--- src/rtl/shift_pkg.sv ---
// ---------------------------------------------------------------------------
// shift_pkg
//
// Shared definitions for the multi-cycle right shifter used by the CPU
// datapath (SRL / SRA). Holds the controller state type, the datapath width
// constants and a small helper that tells whether a state may accept a new
// request.
//
// Contents:
//   shift_state_t     - controller states IDLE, SHIFT, DONE
//   SHIFT_DATA_W      - operand width (32)
//   SHIFT_SHAMT_W     - shift-amount width (5 = log2 of SHIFT_DATA_W)
//   shift_can_accept  - 1 when a state samples start_i
// ---------------------------------------------------------------------------
package shift_pkg;

  localparam int SHIFT_DATA_W  = 32;
  localparam int SHIFT_SHAMT_W = 5;

  // IDLE waits for a request, SHIFT walks one bit per clock, DONE is the
  // single cycle in which done_o is presented.
  typedef enum logic [1:0] {
    IDLE  = 2'd0,
    SHIFT = 2'd1,
    DONE  = 2'd2
  } shift_state_t;

  // A request is only looked at when no operation is in flight. DONE counts
  // as "not in flight" so the pipeline can issue back-to-back shifts.
  function automatic logic shift_can_accept(input shift_state_t state);
    return (state == IDLE) || (state == DONE);
  endfunction

endpackage : shift_pkg

--- src/rtl/shift_right_one.sv ---
// ---------------------------------------------------------------------------
// shift_right_one
//
// Combinational single-step right shifter. Moves the word one position to the
// right and inserts the supplied fill bit at the top. The sequential shifter
// applies this once per clock to its work register.
//
// Parameters:
//   DATA_W        - word width (default SHIFT_DATA_W)
//
// Ports:
//   word          in   DATA_W  value to shift
//   fill          in   1       bit inserted at the MSB
//   word_shifted  out  DATA_W  {fill, word[DATA_W-1:1]}
// ---------------------------------------------------------------------------
module shift_right_one
  import shift_pkg::*;
#(
  parameter int DATA_W = SHIFT_DATA_W
) (
  input  logic [DATA_W-1:0] word,
  input  logic              fill,
  output logic [DATA_W-1:0] word_shifted
);

  // The LSB falls off the end; the fill bit takes the vacated MSB. For an
  // arithmetic shift the caller keeps fill equal to the original sign bit,
  // which makes repeated single steps equivalent to one wide SRA.
  assign word_shifted = {fill, word[DATA_W-1:1]};

endmodule : shift_right_one

--- src/rtl/shift_right_seq.sv ---
// ---------------------------------------------------------------------------
// shift_right_seq
//
// Multi-cycle right shifter for the CPU datapath, covering SRL and SRA. A
// request is accepted through start_i, the operand is shifted one bit per
// clock, and the final value is registered onto data_o together with a
// one-cycle done_o pulse. busy_o is high while shifting so the main control
// can stall the pipeline.
//
// Configuration macro:
//   SHIFT_RIGHT_ARITH_EN  defined   -> arith_i selects sign fill (SRA)
//                         undefined -> arith_i is ignored, always zero fill
//
// Parameters:
//   DATA_W   - operand width, only 32 is supported
//   SHAMT_W  - shift-amount width, must equal log2(DATA_W)
//
// Ports:
//   clk_i    in   1        clock, rising edge
//   rst_i    in   1        synchronous active-high reset
//   start_i  in   1        request, sampled only in IDLE or DONE
//   data_i   in   DATA_W   operand, captured on accept
//   shamt_i  in   SHAMT_W  shift amount 0..31, captured on accept
//   arith_i  in   1        1 = sign fill, 0 = zero fill, captured on accept
//   busy_o   out  1        high while shifting
//   done_o   out  1        one-cycle pulse, data_o valid
//   data_o   out  DATA_W   last completed result, held until next completion
// ---------------------------------------------------------------------------
module shift_right_seq
  import shift_pkg::*;
#(
  parameter int DATA_W  = SHIFT_DATA_W,
  parameter int SHAMT_W = SHIFT_SHAMT_W
) (
  input  logic               clk_i,
  input  logic               rst_i,
  input  logic               start_i,
  input  logic [DATA_W-1:0]  data_i,
  input  logic [SHAMT_W-1:0] shamt_i,
  input  logic               arith_i,
  output logic               busy_o,
  output logic               done_o,
  output logic [DATA_W-1:0]  data_o
);

  shift_state_t       state_q;
  shift_state_t       state_d;

  logic [DATA_W-1:0]  work_q;
  logic [SHAMT_W-1:0] cnt_q;
  logic               fill_q;
  logic [DATA_W-1:0]  result_q;

  logic               accept;
  logic               zero_shamt;
  logic               last_step;
  logic               fill_in;
  logic [DATA_W-1:0]  work_shifted;

  // A request is taken only when idle or finishing; start_i during SHIFT is
  // dropped on the floor rather than queued.
  assign accept     = start_i && shift_can_accept(state_q);
  assign zero_shamt = (shamt_i == '0);

  // The counter still holds 1 on the edge that performs the final step, so
  // that edge both writes the result and moves to DONE.
  assign last_step  = (cnt_q == SHAMT_W'(1));

  // Fill bit for the new request. It is captured once and reused on every
  // step, so the original sign bit is replicated even though bit 31 of the
  // work register changes as the operation progresses.
`ifdef SHIFT_RIGHT_ARITH_EN
  assign fill_in = arith_i & data_i[DATA_W-1];
`else
  logic arith_unused;
  assign arith_unused = arith_i;
  assign fill_in      = 1'b0;
`endif

  // One step of the shift, applied to the work register each SHIFT cycle.
  shift_right_one #(
    .DATA_W (DATA_W)
  ) u_step (
    .word         (work_q),
    .fill         (fill_q),
    .word_shifted (work_shifted)
  );

  // State register. Reset wins over any transition, so a reset in the middle
  // of a shift simply abandons it and no done_o is ever produced for it.
  always_ff @(posedge clk_i) begin
    if (rst_i) begin
      state_q <= IDLE;
    end else begin
      state_q <= state_d;
    end
  end

  // Next-state logic. A zero shift amount skips SHIFT entirely and lands in
  // DONE on the accepting edge, giving the minimum one-cycle latency.
  always_comb begin
    state_d = state_q;
    case (state_q)
      IDLE: begin
        if (accept) begin
          state_d = zero_shamt ? DONE : SHIFT;
        end
      end
      SHIFT: begin
        if (last_step) begin
          state_d = DONE;
        end
      end
      DONE: begin
        if (accept) begin
          state_d = zero_shamt ? DONE : SHIFT;
        end else begin
          state_d = IDLE;
        end
      end
      default: begin
        state_d = IDLE;
      end
    endcase
  end

  // Datapath registers. On accept the operand, count and fill bit are frozen
  // so later input changes cannot disturb the operation. The result register
  // is written only on the completing edge, which keeps intermediate shift
  // values off data_o; for a zero shift that edge is the accepting edge.
  always_ff @(posedge clk_i) begin
    if (rst_i) begin
      work_q   <= '0;
      cnt_q    <= '0;
      fill_q   <= 1'b0;
      result_q <= '0;
    end else if (accept) begin
      work_q <= data_i;
      cnt_q  <= shamt_i;
      fill_q <= fill_in;
      if (zero_shamt) begin
        result_q <= data_i;
      end
    end else if (state_q == SHIFT) begin
      work_q <= work_shifted;
      cnt_q  <= cnt_q - SHAMT_W'(1);
      if (last_step) begin
        result_q <= work_shifted;
      end
    end
  end

  // Output decode. Both flags come straight from the state register, so
  // there is no combinational path from any input to the outputs.
  always_comb begin
    busy_o = 1'b0;
    done_o = 1'b0;
    case (state_q)
      SHIFT:   busy_o = 1'b1;
      DONE:    done_o = 1'b1;
      default: begin
        busy_o = 1'b0;
        done_o = 1'b0;
      end
    endcase
  end

  assign data_o = result_q;

endmodule : shift_right_seq

--- config.mk ---
export PLATFORM = sky130hd
export DESIGN_NAME = shift_right_seq
export DESIGN_NICKNAME = d
export VERILOG_FILES = /design/src/rtl/shift_pkg.sv /design/src/rtl/shift_right_one.sv /design/src/rtl/shift_right_seq.sv
export SDC_FILE = /design/constraint.sdc
export NUM_CORES = 1
export LEC_CHECK = 0
export ABC_AREA = 1
export CAP_MARGIN = 20
export CORE_MARGIN = 5
export CORE_UTILIZATION = 40
export DETAILED_ROUTE_END_ITERATION = 8
export PLACE_DENSITY = 0.64
export SKIP_CTS_REPAIR_TIMING = 1
export SLEW_MARGIN = 10
export SYNTH_ARGS = -nofsm -noshare
export SYNTH_HDL_FRONTEND = slang
export SYNTH_SLANG_ARGS = --single-unit
--- constraint.sdc ---
create_clock -name clk_i -period 3.8 [get_ports clk_i]
set_clock_uncertainty 0.2 [all_clocks]
set_input_delay 0.57 -clock clk_i [delete_from_list [all_inputs] [get_ports clk_i]]
set_output_delay 0.57 -clock clk_i [all_outputs]
set_load 0.05 [all_outputs]
==> results of run 1 <==
-- sequential cells by signal, summed over array words and instances, names as in the netlist --
register / count
cnt_q: 5
data_o: 32
state_q: 2
work_q: 31
-- routing by layer --
metal	track usage [%]	part of all wire, %	up-vias
li1	-	-	1661
met1	19.8	47	1448
met2	28.9	48	72
met5	0	0	-
met4	6.11	0.37	0
met3	2.85	4.6	2
-- worst max-delay path, delay by kind of cell, from the launching register on --
| family | cells | cell delay [ns] |
|---|---|---|
| DFF | 1 | 0.43 |
| and+or+nand+nor | 1 | 0.15 |
| buffers and inverters | 2 | 0.94 |
-- path summary, 6_finish.rpt --
check	cells past startpoint	to	slack [ns]
worst max register to register	7	data_o[19]	1.63
worst max-delay path	3	busy_o	1.17
worst min register to register	2	work_q[31]	0.28
worst min-delay path	2	work_q[31]	0.28
-- power by group through the flow --
stage / clock (mW) / combinational (mW) / sequential, mW
floorplan: 0 / 0.215 / 0.898
global route: 0.573 / 0.437 / 0.839
global placement: 0 / 0.385 / 0.845
CTS: 0.549 / 0.390 / 0.830
finish: 0.531 / 0.387 / 0.831
detailed placement: 0 / 0.387 / 0.847
-- synth_stat cells (all sizes together) --
| library cell | number |
|---|---|
| a211oi | 1 |
| a21oi | 39 |
| a31oi | 30 |
| buf | 17 |
| clkbuf | 15 |
| clkinv | 1 |
| dfxtp | 70 |
| ha | 2 |
| inv | 47 |
| nand2 | 139 |
| nand3 | 37 |
| nand3b | 1 |
| nand4 | 2 |
| nor2 | 41 |
| o211ai | 1 |
| o21ai | 35 |
-- cell type report --
| cell class | count | area (µm²) |
|---|---|---|
| fillers | 818 | 3640 |
| clock inverters | 6 | 37.5 |
| flip-flops and latches | 70 | 1400 |
| well taps | 102 | 128 |
| multi-input cells | 328 | 1520 |
| clock buffers | 10 | 138 |
| inverters | 48 | 180 |
| repair buffers | 76 | 766 |
-- cells by family (layout without fill, tap and decap cells) --
kind of cell    count (synthesis)  in the layout  share of synthesized area [%]
buf+inv                        80            140                           10.2
simple gates                  220            220                           28.0
fa+ha+maj                       2              2                          0.773
compound gates                106            106                           17.7
flops                          70             70                           43.3
==> flow_metrics.tcl, run 1 <==
set metrics [dict create \
    initial_core_util_pct 41.5 \
    drt_pre_antenna_iters 6 \
    grt_max_degree 65 \
    viasPerCell 4.97 \
    p_seq_share_pct 47.5 \
    synthCells 478 \
    cp-startpoint "state_q[0]" \
    slew_violations 0 \
    comb_power_share_pct 22.1 \
    grt_pass1_wl_um 13600 \
    drive_gt1_share_pct 4.83 \
    p_switching_uw 553 \
    hp-class "reg -> reg" \
    p_leak_nw 1.88 \
    ys_ff_latch 70 \
    die_x_um 100 \
    drtAntennaViolNets 0 \
    dp.cells 624 \
    min_period_ns 2.63 \
    vdd_drop_max_mv 0.231 \
    clock_path_buffers 2 \
    grt_pass1_vias 3085 \
    power_frac_clock_pct 30.4 \
    finalCritPeriodShare_pct 69.2 \
    worstHoldStart "work_q[31]" \
    worstReg2RegStart "cnt_q[1]" \
    worstSetupPathType "reg -> out" \
    fin_ws_ns 1.17 \
    placed_area_um2 4000 \
    ys_top_cells_by_area "dfxtp_1, nand2_1, a21oi_1" \
    synth_top_area_share_pct 43.3 \
    rsz0062_at_grt "no" \
    cts.sinks 70 \
    cts_tree "done" \
    required_ns 3.03 \
    num_rows 32 \
    power.density_nw_per_um2 419 \
    port_buffers 73 \
    yosysSeqAreaShare_pct 43.3 \
    grt_use_total_pct 16.3 \
    cp_slowest_cell "clkdlybuf4s50_1" \
    utilization_pct 53.4 \
    dieArea_um2 10000 \
    cts_root_buffer "clkbuf_8" \
    coreArea_um2 7810 \
    clock_latency_ns 0.33 \
    layout.nets 576 \
    cts_buffers 9 \
    drt-initial-drc-count 121 \
    synth_largest_area_cell "dfxtp_1" \
    stdcell_area_um2 4170 \
    clk_pin_slew_ns 0.07 \
    max_slew_margin_pct 36.7 \
    cap_violations 0 \
    routed_wl_um 7880 \
    avgSynthCellArea_um2 6.77 \
    detail_route.wl_per_cell_um 12.3 \
    io_pins 75 \
    setup_violations 0 \
    num_antenna_cells 0 \
    synth.net_count 521 \
    cp-start-kind "register" \
    path_max_fanout 6 \
    end_kind "output pin" \
    p_int_mw 1.20 \
    final_cell_mix "nand2_1, clkdlybuf4s50_1, dfxtp_1" \
    synth.cell_area_um2 3240 \
    crit_path_cell_trace "nand2_2 > inv_2 > clkdlybuf4s50_1" \
    drc 0 \
    crit_arrival_ns 1.86 \
    vias 3183 \
    routabilityCongestion 0.787 \
    pre_cts_ws_ns 1.01 \
    instances_no_fill 640 \
    synth_cell_types 24 \
    htree_levels 3 \
    worstMarginPinSlew_ns 0.945 \
    dp.final_hpwl_um 4950 \
    area_growth_pct 28.8 \
    grt-ovfl-total 0 \
    max_freq_mhz 380 \
    slowest_delay_ns 0.81 \
    hold_viol 0 \
    p_sw_share_pct 31.6 \
    yosys_warnings 0 \
    finalSetupTns_ns 0 \
    fin_hold_ws_ns 0.281 \
    antenna_found_initial 0 \
    status "finished, final reports clean" \
    report.power.total_mw 1.75 \
    die_y_um 100 \
    final_common_cell "nand2_1" \
]
(Power assumes the default switching activity.)
==> run 2: changes to the inputs <==
- PLACE_DENSITY: 0.64 -> 0.67
- clock period: 3.8 -> 2.2 ns (I/O delays scaled with it)
==> run 2 against run 1 <==
Against the previous run:
- sequential share of layout area down 0.84 points
- combinational power is 79% higher
- global-route usage down 0.28 points
- worst setup slack got worse by 1.0 ns
- design area increased by 2.5%
- sequential cell count did not move
- via count up 0.60%
- non-clock buffer count up 10
- largest cell class unchanged
- largest power group unchanged
==> flow_metrics.tcl, run 2 (synthesis results as in run 1) <==
set metrics [dict create \
    status "finished, final reports clean" \
    final_common_cell "nand2_1" \
    cts_tree "done" \
    placed_area_um2 4080 \
    grt_max_degree 39 \
    port_buffers 73 \
    crit_arrival_ns 1.51 \
    grt-ovfl-total 0 \
    rsz0062_at_grt "no" \
    stdcell_area_um2 4280 \
    coreArea_um2 7810 \
    path_buf_inv 1 \
    num_rows 32 \
    drt-initial-drc-count 164 \
    fill_cells 763 \
    largest_reg_flops 32 \
    io_pins 75 \
    grt_pass1_wl_um 13200 \
    viasPerCell 4.93 \
    cap_violations 0 \
    layout.nets 586 \
    hp-class "reg -> reg" \
    cts.sinks 70 \
    worstMarginPinSlew_ns 0.505 \
    drt_pre_antenna_iters 5 \
    cp-start-kind "register" \
    dp.final_hpwl_um 5330 \
    pre_cts_ws_ns 0.220 \
    slew_violations 0 \
    crit_path_cell_trace "clkdlybuf4s50_1" \
    crit_family "buffers and inverters" \
    min_period_ns 2.04 \
    grt_use_total_pct 16.1 \
    whs_path_depth 2 \
    final_cell_mix "nand2_1, clkdlybuf4s50_1, dfxtp_1" \
    finalCritPeriodShare_pct 92.8 \
    grt_pass1_vias 2916 \
    area_growth_pct 32.1 \
    vdd_drop_max_mv 0.311 \
    cts_buffers 9 \
    fin_ws_ns 0.158 \
    drtAntennaViolNets 0 \
    vias 3202 \
    cp_slowest_cell "clkdlybuf4s50_1" \
    dieArea_um2 10000 \
    clock_path_buffers 2 \
    power.density_nw_per_um2 742 \
    detail_route.wl_per_cell_um 12.2 \
    clock_latency_ns 0.33 \
    path_max_fanout 2 \
    initial_core_util_pct 41.5 \
    routabilityCongestion 0.804 \
    rr_worst_depth 8 \
    setup_violations 0 \
    p_leak_nw 1.95 \
    htree_levels 3 \
    cts_root_buffer "clkbuf_8" \
    hold_viol 0 \
    max_slew_margin_pct 66.3 \
    drc 0 \
    num_antenna_cells 0 \
    antenna_found_initial 0 \
    finalSetupTns_ns 0 \
    fin_hold_ws_ns 0.283 \
    routed_wl_um 7900 \
    required_ns 1.67 \
    die_y_um 100 \
    max_freq_mhz 490 \
    clk_pin_slew_ns 0.08 \
    crit_cells 1 \
    die_x_um 100 \
    end_kind "output pin" \
    drive_gt1_share_pct 6.93 \
    worstSetupPathType "reg -> out" \
    slowest_delay_ns 0.82 \
]
[run 2: routing by layer]
layer  wire, µm  up-vias  global-route usage [%]
li1           -     1677                       -
met1       3790     1440                    20.9
met2       3670       73                    26.2
met3        294       12                    2.78
met4        146        0                    7.05
met5          0        -                       0
[run 2: metrics by stage]
| stage | total power, mW | utilization (%) | std cells |
|---|---|---|---|
| after floorplan | 1.92 | - | 478 |
| after global placement | 2.15 | 52.2 | 634 |
| after detailed placement | 2.16 | 52.2 | 634 |
| after CTS | 3.21 | 54.8 | 650 |
| after global routing | 3.35 | 54.8 | 650 |
| final | 3.17 | 54.8 | 650 |
[run 2: worst paths after layout]
path / from / end / slack (ns)
setup reg to reg: cnt_q[1] / data_o[0] / 0.46
setup / recovery: data_o[19] / data_o[19] / 0.16
hold / removal: work_q[31] / work_q[31] / 0.28
hold reg to reg: work_q[31] / work_q[31] / 0.28
[run 2: final cells by class]
cell class	instances	area, µm²	share of cell area [%]
sequential	70	1400	32.8
timing repair buffer	86	848	19.8
inverter	48	180	4.21
tap	102	128	2.98
multi-input combinational	328	1520	35.6
clock buffer	10	138	3.22
clock inverter	6	61.3	1.43
[run 2: report_power, final]
part / leakage [nW] / internal (mW) / switching [mW] / total (mW)
Sequential: 0.574 / 1.38 / 0.0545 / 1.43
Clock: 0.102 / 0.551 / 0.495 / 1.05
Combinational: 1.27 / 0.272 / 0.421 / 0.693
Total: 1.95 / 2.20 / 0.971 / 3.17
